--- config.mk ---
export PLATFORM = sky130hd
export DESIGN_NAME = uart_tx_queue
export DESIGN_NICKNAME = d
export VERILOG_FILES = /design/src/rtl/uart_pkg.sv /design/src/rtl/uart_byte_fifo.sv /design/src/rtl/uart_tx_queue.sv
export SDC_FILE = /design/constraint.sdc
export NUM_CORES = 1
export LEC_CHECK = 0
export CORE_MARGIN = 3
export CORE_UTILIZATION = 25
export DETAILED_ROUTE_END_ITERATION = 7
export GPL_ROUTABILITY_DRIVEN = 1
export SYNTH_ARGS = -nofsm -noshare
export SYNTH_HDL_FRONTEND = slang
export SYNTH_SLANG_ARGS = --single-unit
--- constraint.sdc ---
create_clock -name clk -period 8.5 [get_ports clk]
set_input_delay 1.7 -clock clk [delete_from_list [all_inputs] [get_ports clk]]
set_output_delay 1.7 -clock clk [all_outputs]
set_load 0.005 [all_outputs]
--- src/rtl/uart_pkg.sv ---
// Shared types and constants for the UART transmit queue.
package uart_pkg;

  localparam int unsigned UART_DATA_W = 8;

  typedef enum logic [1:0] {
    IDLE,
    LAUNCH,
    GUARD,
    WAIT_DONE
  } txq_state_t;

endpackage

--- src/rtl/uart_byte_fifo.sv ---
// Power-of-two byte FIFO with synchronous flush; pointers wrap naturally.
module uart_byte_fifo
  import uart_pkg::*;
#(
  parameter int unsigned DEPTH  = 16,
  parameter int unsigned ADDR_W = $clog2(DEPTH)
) (
  input  logic                   clk,
  input  logic                   rst_n,
  input  logic                   i_push,
  input  logic [UART_DATA_W-1:0] i_push_data,
  input  logic                   i_pop,
  input  logic                   i_flush,
  output logic [UART_DATA_W-1:0] o_rd_data,
  output logic                   o_full,
  output logic                   o_empty,
  output logic [ADDR_W:0]        o_level
);

  localparam logic [ADDR_W:0] LP_FULL_CNT = (ADDR_W+1)'(DEPTH);

  logic [UART_DATA_W-1:0] r_mem [DEPTH];
  logic [ADDR_W-1:0]      r_wr_ptr;
  logic [ADDR_W-1:0]      r_rd_ptr;
  logic [ADDR_W:0]        r_count;
  logic                   w_push;
  logic                   w_pop;

  assign o_full    = (r_count == LP_FULL_CNT);
  assign o_empty   = (r_count == '0);
  assign o_level   = r_count;
  assign o_rd_data = r_mem[r_rd_ptr];

  // Flush wins over a same-cycle write; a full queue never accepts, even alongside a pop.
  assign w_push = i_push && !o_full && !i_flush;
  assign w_pop  = i_pop && !o_empty;

  // Storage write (no reset needed for the data array).
  always_ff @(posedge clk) begin
    if (w_push) begin
      r_mem[r_wr_ptr] <= i_push_data;
    end
  end

  // Pointer and occupancy bookkeeping.
  always_ff @(posedge clk or negedge rst_n) begin
    if (!rst_n) begin
      r_wr_ptr <= '0;
      r_rd_ptr <= '0;
      r_count  <= '0;
    end else if (i_flush) begin
      r_wr_ptr <= '0;
      r_rd_ptr <= '0;
      r_count  <= '0;
    end else begin
      if (w_push) r_wr_ptr <= r_wr_ptr + 1'b1;
      if (w_pop)  r_rd_ptr <= r_rd_ptr + 1'b1;
      unique case ({w_push, w_pop})
        2'b10:   r_count <= r_count + 1'b1;
        2'b01:   r_count <= r_count - 1'b1;
        default: r_count <= r_count;
      endcase
    end
  end

endmodule

--- src/rtl/uart_tx_queue.sv ---
// Byte queue plus launch sequencer feeding a UART transmitter.
// Optional sticky overflow flag: define UART_TXQ_OVF_EN to enable.
module uart_tx_queue
  import uart_pkg::*;
#(
  parameter int unsigned DEPTH  = 16,
  parameter int unsigned ADDR_W = $clog2(DEPTH)
) (
  input  logic                   clk,
  input  logic                   rst_n,
  input  logic                   wr_en,
  input  logic [UART_DATA_W-1:0] wr_data,
  input  logic                   flush,
  output logic                   full,
  output logic                   empty,
  output logic [ADDR_W:0]        level,
  output logic                   tx_start,
  output logic [UART_DATA_W-1:0] tx_data,
  input  logic                   tx_busy,
  output logic                   ovf,
  input  logic                   ovf_clr
);

  txq_state_t             r_state;
  txq_state_t             w_state_nxt;
  logic                   w_pop;
  logic [UART_DATA_W-1:0] w_rd_data;
  logic                   w_full;
  logic                   w_empty;
  logic                   r_tx_start;
  logic [UART_DATA_W-1:0] r_tx_data;

  uart_byte_fifo #(
    .DEPTH  (DEPTH),
    .ADDR_W (ADDR_W)
  ) u_fifo (
    .clk         (clk),
    .rst_n       (rst_n),
    .i_push      (wr_en),
    .i_push_data (wr_data),
    .i_pop       (w_pop),
    .i_flush     (flush),
    .o_rd_data   (w_rd_data),
    .o_full      (w_full),
    .o_empty     (w_empty),
    .o_level     (level)
  );

  assign full     = w_full;
  assign empty    = w_empty;
  assign tx_start = r_tx_start;
  assign tx_data  = r_tx_data;

  // Sequencer state register.
  always_ff @(posedge clk or negedge rst_n) begin
    if (!rst_n) r_state <= IDLE;
    else        r_state <= w_state_nxt;
  end

  // Next-state and pop decode; every pop leads into LAUNCH.
  always_comb begin
    w_state_nxt = r_state;
    w_pop       = 1'b0;
    unique case (r_state)
      IDLE: begin
        if (!w_empty && !tx_busy) begin
          w_pop       = 1'b1;
          w_state_nxt = LAUNCH;
        end
      end
      LAUNCH: w_state_nxt = GUARD;
      GUARD:  w_state_nxt = WAIT_DONE;
      WAIT_DONE: begin
        if (!tx_busy) begin
          if (!w_empty) begin
            w_pop       = 1'b1;
            w_state_nxt = LAUNCH;
          end else begin
            w_state_nxt = IDLE;
          end
        end
      end
      default: w_state_nxt = IDLE;
    endcase
  end

  // Launch register: the start pulse coincides with LAUNCH; data holds until the next pop.
  always_ff @(posedge clk or negedge rst_n) begin
    if (!rst_n) begin
      r_tx_start <= 1'b0;
      r_tx_data  <= '0;
    end else begin
      r_tx_start <= w_pop;
      if (w_pop) r_tx_data <= w_rd_data;
    end
  end

`ifdef UART_TXQ_OVF_EN
  logic r_ovf;

  // Sticky overflow: a dropped write outranks a same-cycle clear.
  always_ff @(posedge clk or negedge rst_n) begin
    if (!rst_n)                         r_ovf <= 1'b0;
    else if (wr_en && w_full && !flush) r_ovf <= 1'b1;
    else if (ovf_clr)                   r_ovf <= 1'b0;
  end

  assign ovf = r_ovf;
`else
  logic w_unused_ovf_clr;

  assign w_unused_ovf_clr = ovf_clr;
  assign ovf              = 1'b0;
`endif

endmodule

After elaboration in Yosys (flattened, before gate mapping)
Memory sizes are Yosys's and may differ from the RTL's. A register that Yosys moved wholly into a read port is not among the register bits.
Index checks and enable logic that the tools add are counted.
{ "word_totals": {"word_cells": 49, "inputBits": 14, "mem_bits_rw": 128, "mem_count": 1, "reg_bits": 16} }
{ "classes": {"n_reduce_logical": 15, "addsub": 4, "eq_ne": 8, "mux": 16} }
{ "mem_list": {"columns": ["name", "words", "width", "read_ports", "rd_clocked_by_memory_dff", "wr", "line_no", "text"], "rows": [
  ["u_fifo.r_mem", 16, 8, 1, 1, 1, "uart_byte_fifo.sv:22", "logic [UART_DATA_W-1:0] r_mem [DEPTH];"]
]} }
{ "op_table": {"columns": ["op", "count"], "rows": [
  ["2-to-1 mux 4 bit", 4],
  ["case mux 5 bit (2 select lines)", 1],
  ["adder 4 x 1 -> 4 bit, second input constant", 2],
  ["case mux 2 bit (4 select lines)", 1],
  ["equality test 2 bit, second input constant", 3],
  ["2-to-1 mux 1 bit", 6],
  ["adder 5 x 1 -> 5 bit, second input constant", 1],
  ["equality test 5 bit, second input constant", 1],
  ["zero test 1 bit", 5],
  ["zero test 5 bit", 1],
  ["2-to-1 mux 5 bit", 1],
  ["subtractor 5 x 1 -> 5 bit, second input constant", 1],
  ["equality test 2 x 1 -> 1 bit, second input constant", 2],
  ["logical AND 1 bit", 4],
  ["2-to-1 mux 2 bit", 2],
  ["inequality test 2 bit, second input constant", 2],
  ["nonzero test 2 bit", 2],
  ["nonzero test 3 bit", 1],
  ["zero test 2 bit", 1],
  ["case mux 1 bit (2 select lines)", 1],
  ["AND reduction 2 bit", 1]
]} }

Depth between registers and ports, before layout
{ "logic_depth": {"depth_word": 9, "depth_mapped": 13} }

Hierarchy
From an unflattened synthesis, not the netlist that was laid out.
{ "hier_totals": {"hier_cells": 328, "area_unflattened_um2": 6247.2} }
{ "by_module_without_submodules": {"columns": ["mod", "area_per_inst_um2", "seq_area_each_um2", "instances", "cells_each"], "rows": [
  ["uart_byte_fifo", 5748.0, 4169.0, 1, 290],
  ["uart_tx_queue", 499.2, 275.3, 1, 38]
]} }

Worst setup path after synthesis
Ideal clock, no wire load.
{ "synth_path": {"path_kind": "in2reg", "start": "input port tx_busy", "end": "register u_fifo.r_count[4] (netlist: u_fifo.o_level[4])", "setup_ns": 0.133, "setup_slack_ns": 4.782, "path_buffers": 1, "required_ns": 8.367, "cell_stages": 9, "t_arrival_ns": 3.585, "cell_sequence": "a2111oi_4 -> buf_2 -> o21ai_0 -> fa_1 -> nor2b_1 -> o21ai_0 -> a211oi_1 -> o21ai_0 -> nor3b_1"} }
{ "synth_between": {"elab_chain_len": 8} }
{ "synth_lines": {"columns": ["element", "line_no", "text"], "rows": [
  ["start: declaration", "uart_tx_queue.sv:19", "input logic tx_busy,"],
  ["zero test 1 bit", null, null],
  ["logical AND 1 bit", "uart_tx_queue.sv:66", "if (!w_empty && !tx_busy) begin"],
  ["2-to-1 mux 1 bit", "uart_tx_queue.sv:66", null],
  ["case mux 1 bit (2 select lines) *", "uart_tx_queue.sv:64", "unique case (r_state)"],
  ["net u_fifo.i_pop", "uart_byte_fifo.sv:12", "input logic i_pop,"],
  ["logical AND 1 bit *", "uart_byte_fifo.sv:36", "assign w_pop = i_pop && !o_empty;"],
  ["equality test 2 x 1 -> 1 bit / equality test 2 bit (equally long branches)", "uart_byte_fifo.sv:58", "unique case ({w_push, w_pop})"],
  ["case mux 5 bit (2 select lines)", "uart_byte_fifo.sv:58", null],
  ["2-to-1 mux 5 bit", "uart_byte_fifo.sv:51", "end else if (i_flush) begin"],
  ["end signal: assignment", "uart_byte_fifo.sv:59", "2'b10: r_count <= r_count + 1'b1;"],
  ["end signal: assignment", "uart_byte_fifo.sv:60", "2'b01: r_count <= r_count - 1'b1;"],
  ["end signal: assignment", "uart_byte_fifo.sv:61", "default: r_count <= r_count;"],
  ["end: declaration", "uart_byte_fifo.sv:25", "logic [ADDR_W:0] r_count;"]
]} }
Mark *: on every way through the listed nets, which the timed path passes. The rest lies on a longest branch.
A chain may end at the register's enable or synchronous reset.

Final worst setup path
{ "layout_path": {"start": "input port tx_busy", "end": "register u_fifo.r_count[4] (netlist: u_fifo.o_level[4])"} }
{ "layout_between": {"elab_chain_len": 8} }
{ "layout_lines": {"columns": ["element", "line_no"], "rows": [
  ["zero test 1 bit", null],
  ["logical AND 1 bit", "uart_tx_queue.sv:66"],
  ["2-to-1 mux 1 bit", "uart_tx_queue.sv:66"],
  ["case mux 1 bit (2 select lines) *", "uart_tx_queue.sv:64"],
  ["logical AND 1 bit *", "uart_byte_fifo.sv:36"],
  ["equality test 2 x 1 -> 1 bit / equality test 2 bit (equally long branches)", "uart_byte_fifo.sv:58"],
  ["case mux 5 bit (2 select lines)", "uart_byte_fifo.sv:58"],
  ["2-to-1 mux 5 bit", "uart_byte_fifo.sv:51"]
]} }
Every way passes the cells marked *; elsewhere a longest branch is shown, timed or not.

==> impl_metrics.env <==
export IMPL_run_status="completed"
export IMPL_synth_edff_count=128
export IMPL_max_slew_worst_pin_slew_ns=0.962
export IMPL_synthMostInstantiatedCell="sky130_fd_sc_hd__edfxtp_1"
export IMPL_yosys_top_cells_count="128 x sky130_fd_sc_hd__edfxtp_1, 32 x sky130_fd_sc_hd__mux4_2, 24 x sky130_fd_sc_hd__dfrtp_1, 22 x sky130_fd_sc_hd__nor2_1, 16 x sky130_fd_sc_hd__o22ai_1"
export IMPL_grt_remaining_overflow=0
export IMPL_syn_to_final_growth_pct=20.1
export IMPL_path_max_fanout=26
export IMPL_drt_wirelength_per_cell_microns=17.6
export IMPL_cts_buffers=17
export IMPL_syn_mean_instance_area_sq_um=18.2
export IMPL_min_to="r_state[0]$_DFFE_PN0P_"
export IMPL_synth_warning_count=0
export IMPL_cp_required_ns=8.76
export IMPL_die_height_microns=164
export IMPL_drt_pass1_iter_count=4
export IMPL_vdd_ir_drop_max_mv=0.123
export IMPL_ctsHtreeMaxLevel=4
export IMPL_worstReg2RegEnd="u_fifo.o_level[4]$_DFFE_PN0P_"
export IMPL_io_pins=31
export IMPL_cts_setup_buffers=0
export IMPL_fin_ws_ns=4.51
export IMPL_maxCapViolations=0
export IMPL_root_buffer="sky130_fd_sc_hd__clkbuf_16"
export IMPL_post_route_cells_drive_above_1_share_pct=22.4
export IMPL_drt_first_iter_violations=167
export IMPL_slew_limit_headroom_pct=35.7
export IMPL_final_max_slew_violation_count=0
export IMPL_cts_tree="done"
export IMPL_clockBufferDepth=2
export IMPL_rows=57
export IMPL_hp_class="flop to flop"
export IMPL_port_buffer_count=28
export IMPL_number_of_global_route_vias_before_repair=3414
export IMPL_die_w_microns=164
export IMPL_cts_sinks=152
export IMPL_setup_violators_final=0
export IMPL_regToRegSetupSlack_ns=5.45
export IMPL_drc=0
export IMPL_total_nets_after_synthesis=368
export IMPL_fp_coreArea_sq_um=24400
export IMPL_clk_insertion_delay_late_ns=0.41
export IMPL_critical_path_endpoint_type="flop"
export IMPL_critPathArrivalTime_ns=4.25
export IMPL_post_cts_resized=0
export IMPL_async_reset_ff_share_pct=15.8
export IMPL_startpoint_type="primary input"
export IMPL_rsz0062_at_grt="false"
export IMPL_syn_inst=342
export IMPL_min_period_over_period_pct=47.0
export IMPL_finalInstanceArea_sq_um=7480
export IMPL_yosys_area_top_type_share_pct=61.7
export IMPL_total_detailed_routing_wirelength_microns=12500
export IMPL_globalplace_congestion=0.746
export IMPL_route_detailed_vias_per_inst=4.33
export IMPL_power_per_cell_area_nw_per_um2=262
export IMPL_total_of_flip_flops_plus_latches_after_synthesis=152
export IMPL_floorplan_initialDensity_pct=25.6
export IMPL_clk_pin_slew_worst_paths_ns=0.06
export IMPL_place_ws_ns=4.10
export IMPL_largest_cells_by_area_after_synthesis="sky130_fd_sc_hd__edfxtp_1 62%, sky130_fd_sc_hd__mux4_2 12%, sky130_fd_sc_hd__dfrtp_1 9.6%"
export IMPL_static_leakage_power_nw=2.44
export IMPL_ant_diodes=0
export IMPL_hold_viol=0
export IMPL_worstSetupPathType="primary input to flop"
export IMPL_netlist_cell_type_count=41
export IMPL_min_path_cells=1
export IMPL_yosysTopAreaCell="sky130_fd_sc_hd__edfxtp_1"
export IMPL_hpwl_microns=7960
export IMPL_period_needed_ns=3.99
export IMPL_finalHoldWorstSlack_ns=0.539
export IMPL_placement_cell_area_sq_um=6890
export IMPL_finalSetupTns_ns=0
export IMPL_cts_hold_fix_buffers=0
export IMPL_synth_flop_cell="sky130_fd_sc_hd__edfxtp_1"
export IMPL_antenna_found_initial=0
export IMPL_critical_path_reg2reg_startpoint="r_state[0]$_DFFE_PN0P_"
export IMPL_finalPower_mw=1.96
export IMPL_hold_start="r_state[0]$_DFFE_PN0P_"
export IMPL_timing_reg2reg_worst_path_depth=13
export IMPL_clock_skew_ns=0.00943
export IMPL_vias=3085
export IMPL_global_route_usage_total_pct=9.97
export IMPL_fmaxAchievable_mhz=251
export IMPL_mappedNetlistArea_sq_um=6230
export IMPL_die_area_sq_um=26900
export IMPL_grt_first_pass_wirelength_microns=19700
export IMPL_drt_antenna_violating_nets=0
export IMPL_nNetsFinal=402
export IMPL_grt_start_max_net_pins=36
export IMPL_ys_seq_area_share_pct=71.3
==> how the worst max path moves through the flow <==
stage	startpoint	to
6_report	tx_busy	u_fifo.o_level[4]$_DFFE_PN0P_
5_1_grt	flush	u_fifo.o_level[4]$_DFFE_PN0P_
4_1_cts	tx_busy	u_fifo.o_level[4]$_DFFE_PN0P_
3_5_place_dp	tx_busy	u_fifo.o_level[4]$_DFFE_PN0P_
3_3_place_gp	tx_busy	u_fifo.o_level[4]$_DFFE_PN0P_
2_1_floorplan	tx_busy	u_fifo.o_level[4]$_DFFE_PN0P_
==> where the power goes <==
part	total, mW	switching, mW	internal, mW
registers	0.895	0.0430	0.851
clock network	0.758	0.294	0.463
logic	0.312	0.154	0.158
==> metrics by stage <==
stage          util [%]  instances
2_1_floorplan         -        342
3_3_place_gp       28.2        681
3_5_place_dp       28.2        681
4_1_cts            30.7        712
5_1_grt            30.7        712
6_report           30.7        712
==> registers in the layout, summed over array words and instances (netlist names) <==
| register | cells |
|---|---|
| u_fifo.r_mem | 128 |
| u_fifo.r_rd_ptr | 4 |
| tx_start | 1 |
| tx_data | 8 |
| u_fifo.o_level | 5 |
| u_fifo.r_wr_ptr | 4 |
| r_state | 2 |
==> metal layers <==
metal  global-route usage [%]  wire, microns  vias to the layer above
li1                         -              -                     1422
met1                     13.0           5570                     1573
met2                     16.4           6120                       75
met3                     2.62            672                       15
met4                     3.04            165                        0
met5                        0              0                        -
==> logic make-up (layout without fill, tap and decap cells) <==
logic type | after synthesis | after routing | synth area share [%]
AND/OR/NAND/NOR | 59 | 59 | 5.12
other | 1 | 1 | 0.0602
adder cells (fa/ha/maj) | 12 | 12 | 2.53
flip-flops | 152 | 152 | 71.3
XOR/XNOR | 9 | 9 | 1.26
AO/OA/AOI/OAI | 38 | 38 | 4.18
multiplexers | 44 | 44 | 13.7
buffers and inverters | 27 | 73 | 1.87
==> final cells by class <==
class	instances	area (sq um)
Multi-Input combinational cell	163	1680
Tap cell	324	405
Inverter	9	33.8
Clock buffer	17	425
Clock inverter	14	173
Sequential cell	152	4450
Timing Repair Buffer	33	318
Fill cell	2398	16900
==> worst max-delay path, cell delays in order <==
cell                              delay, ns
sky130_fd_sc_hd__clkdlybuf4s50_1       0.46
sky130_fd_sc_hd__a2111oi_4             0.28
sky130_fd_sc_hd__buf_4                 0.35
sky130_fd_sc_hd__o21ai_0               0.21
sky130_fd_sc_hd__inv_1                 0.16
sky130_fd_sc_hd__ha_1                  0.27
sky130_fd_sc_hd__nor2b_1               0.14
sky130_fd_sc_hd__o21ai_0               0.21
sky130_fd_sc_hd__and4_1                0.24
sky130_fd_sc_hd__o21ai_0               0.08
sky130_fd_sc_hd__nor3b_1               0.15
==> cell usage in the layout (no fill, tap or decap), types with 3 or more instances in the layout <==
cell type	instances
sky130_fd_sc_hd__and3_1	8
sky130_fd_sc_hd__xor2_1	4
sky130_fd_sc_hd__a21oi_1	10
sky130_fd_sc_hd__mux2i_1	3
sky130_fd_sc_hd__dfrtp_1	22
sky130_fd_sc_hd__inv_1	9
sky130_fd_sc_hd__o21ai_0	3
sky130_fd_sc_hd__buf_4	5
sky130_fd_sc_hd__nand2_1	6
sky130_fd_sc_hd__mux4_2	32
sky130_fd_sc_hd__clkdlybuf4s50_1	28
sky130_fd_sc_hd__mux2_2	9
sky130_fd_sc_hd__clkbuf_16	17
sky130_fd_sc_hd__inv_6	3
sky130_fd_sc_hd__nor3_1	3
sky130_fd_sc_hd__nor2_1	22
sky130_fd_sc_hd__ha_1	11
sky130_fd_sc_hd__nor3_2	3
sky130_fd_sc_hd__nor2b_1	3
sky130_fd_sc_hd__o22ai_1	16
sky130_fd_sc_hd__edfxtp_1	128
sky130_fd_sc_hd__bufinv_16	3
sky130_fd_sc_hd__xnor2_1	5
(Power assumes the default switching activity.)
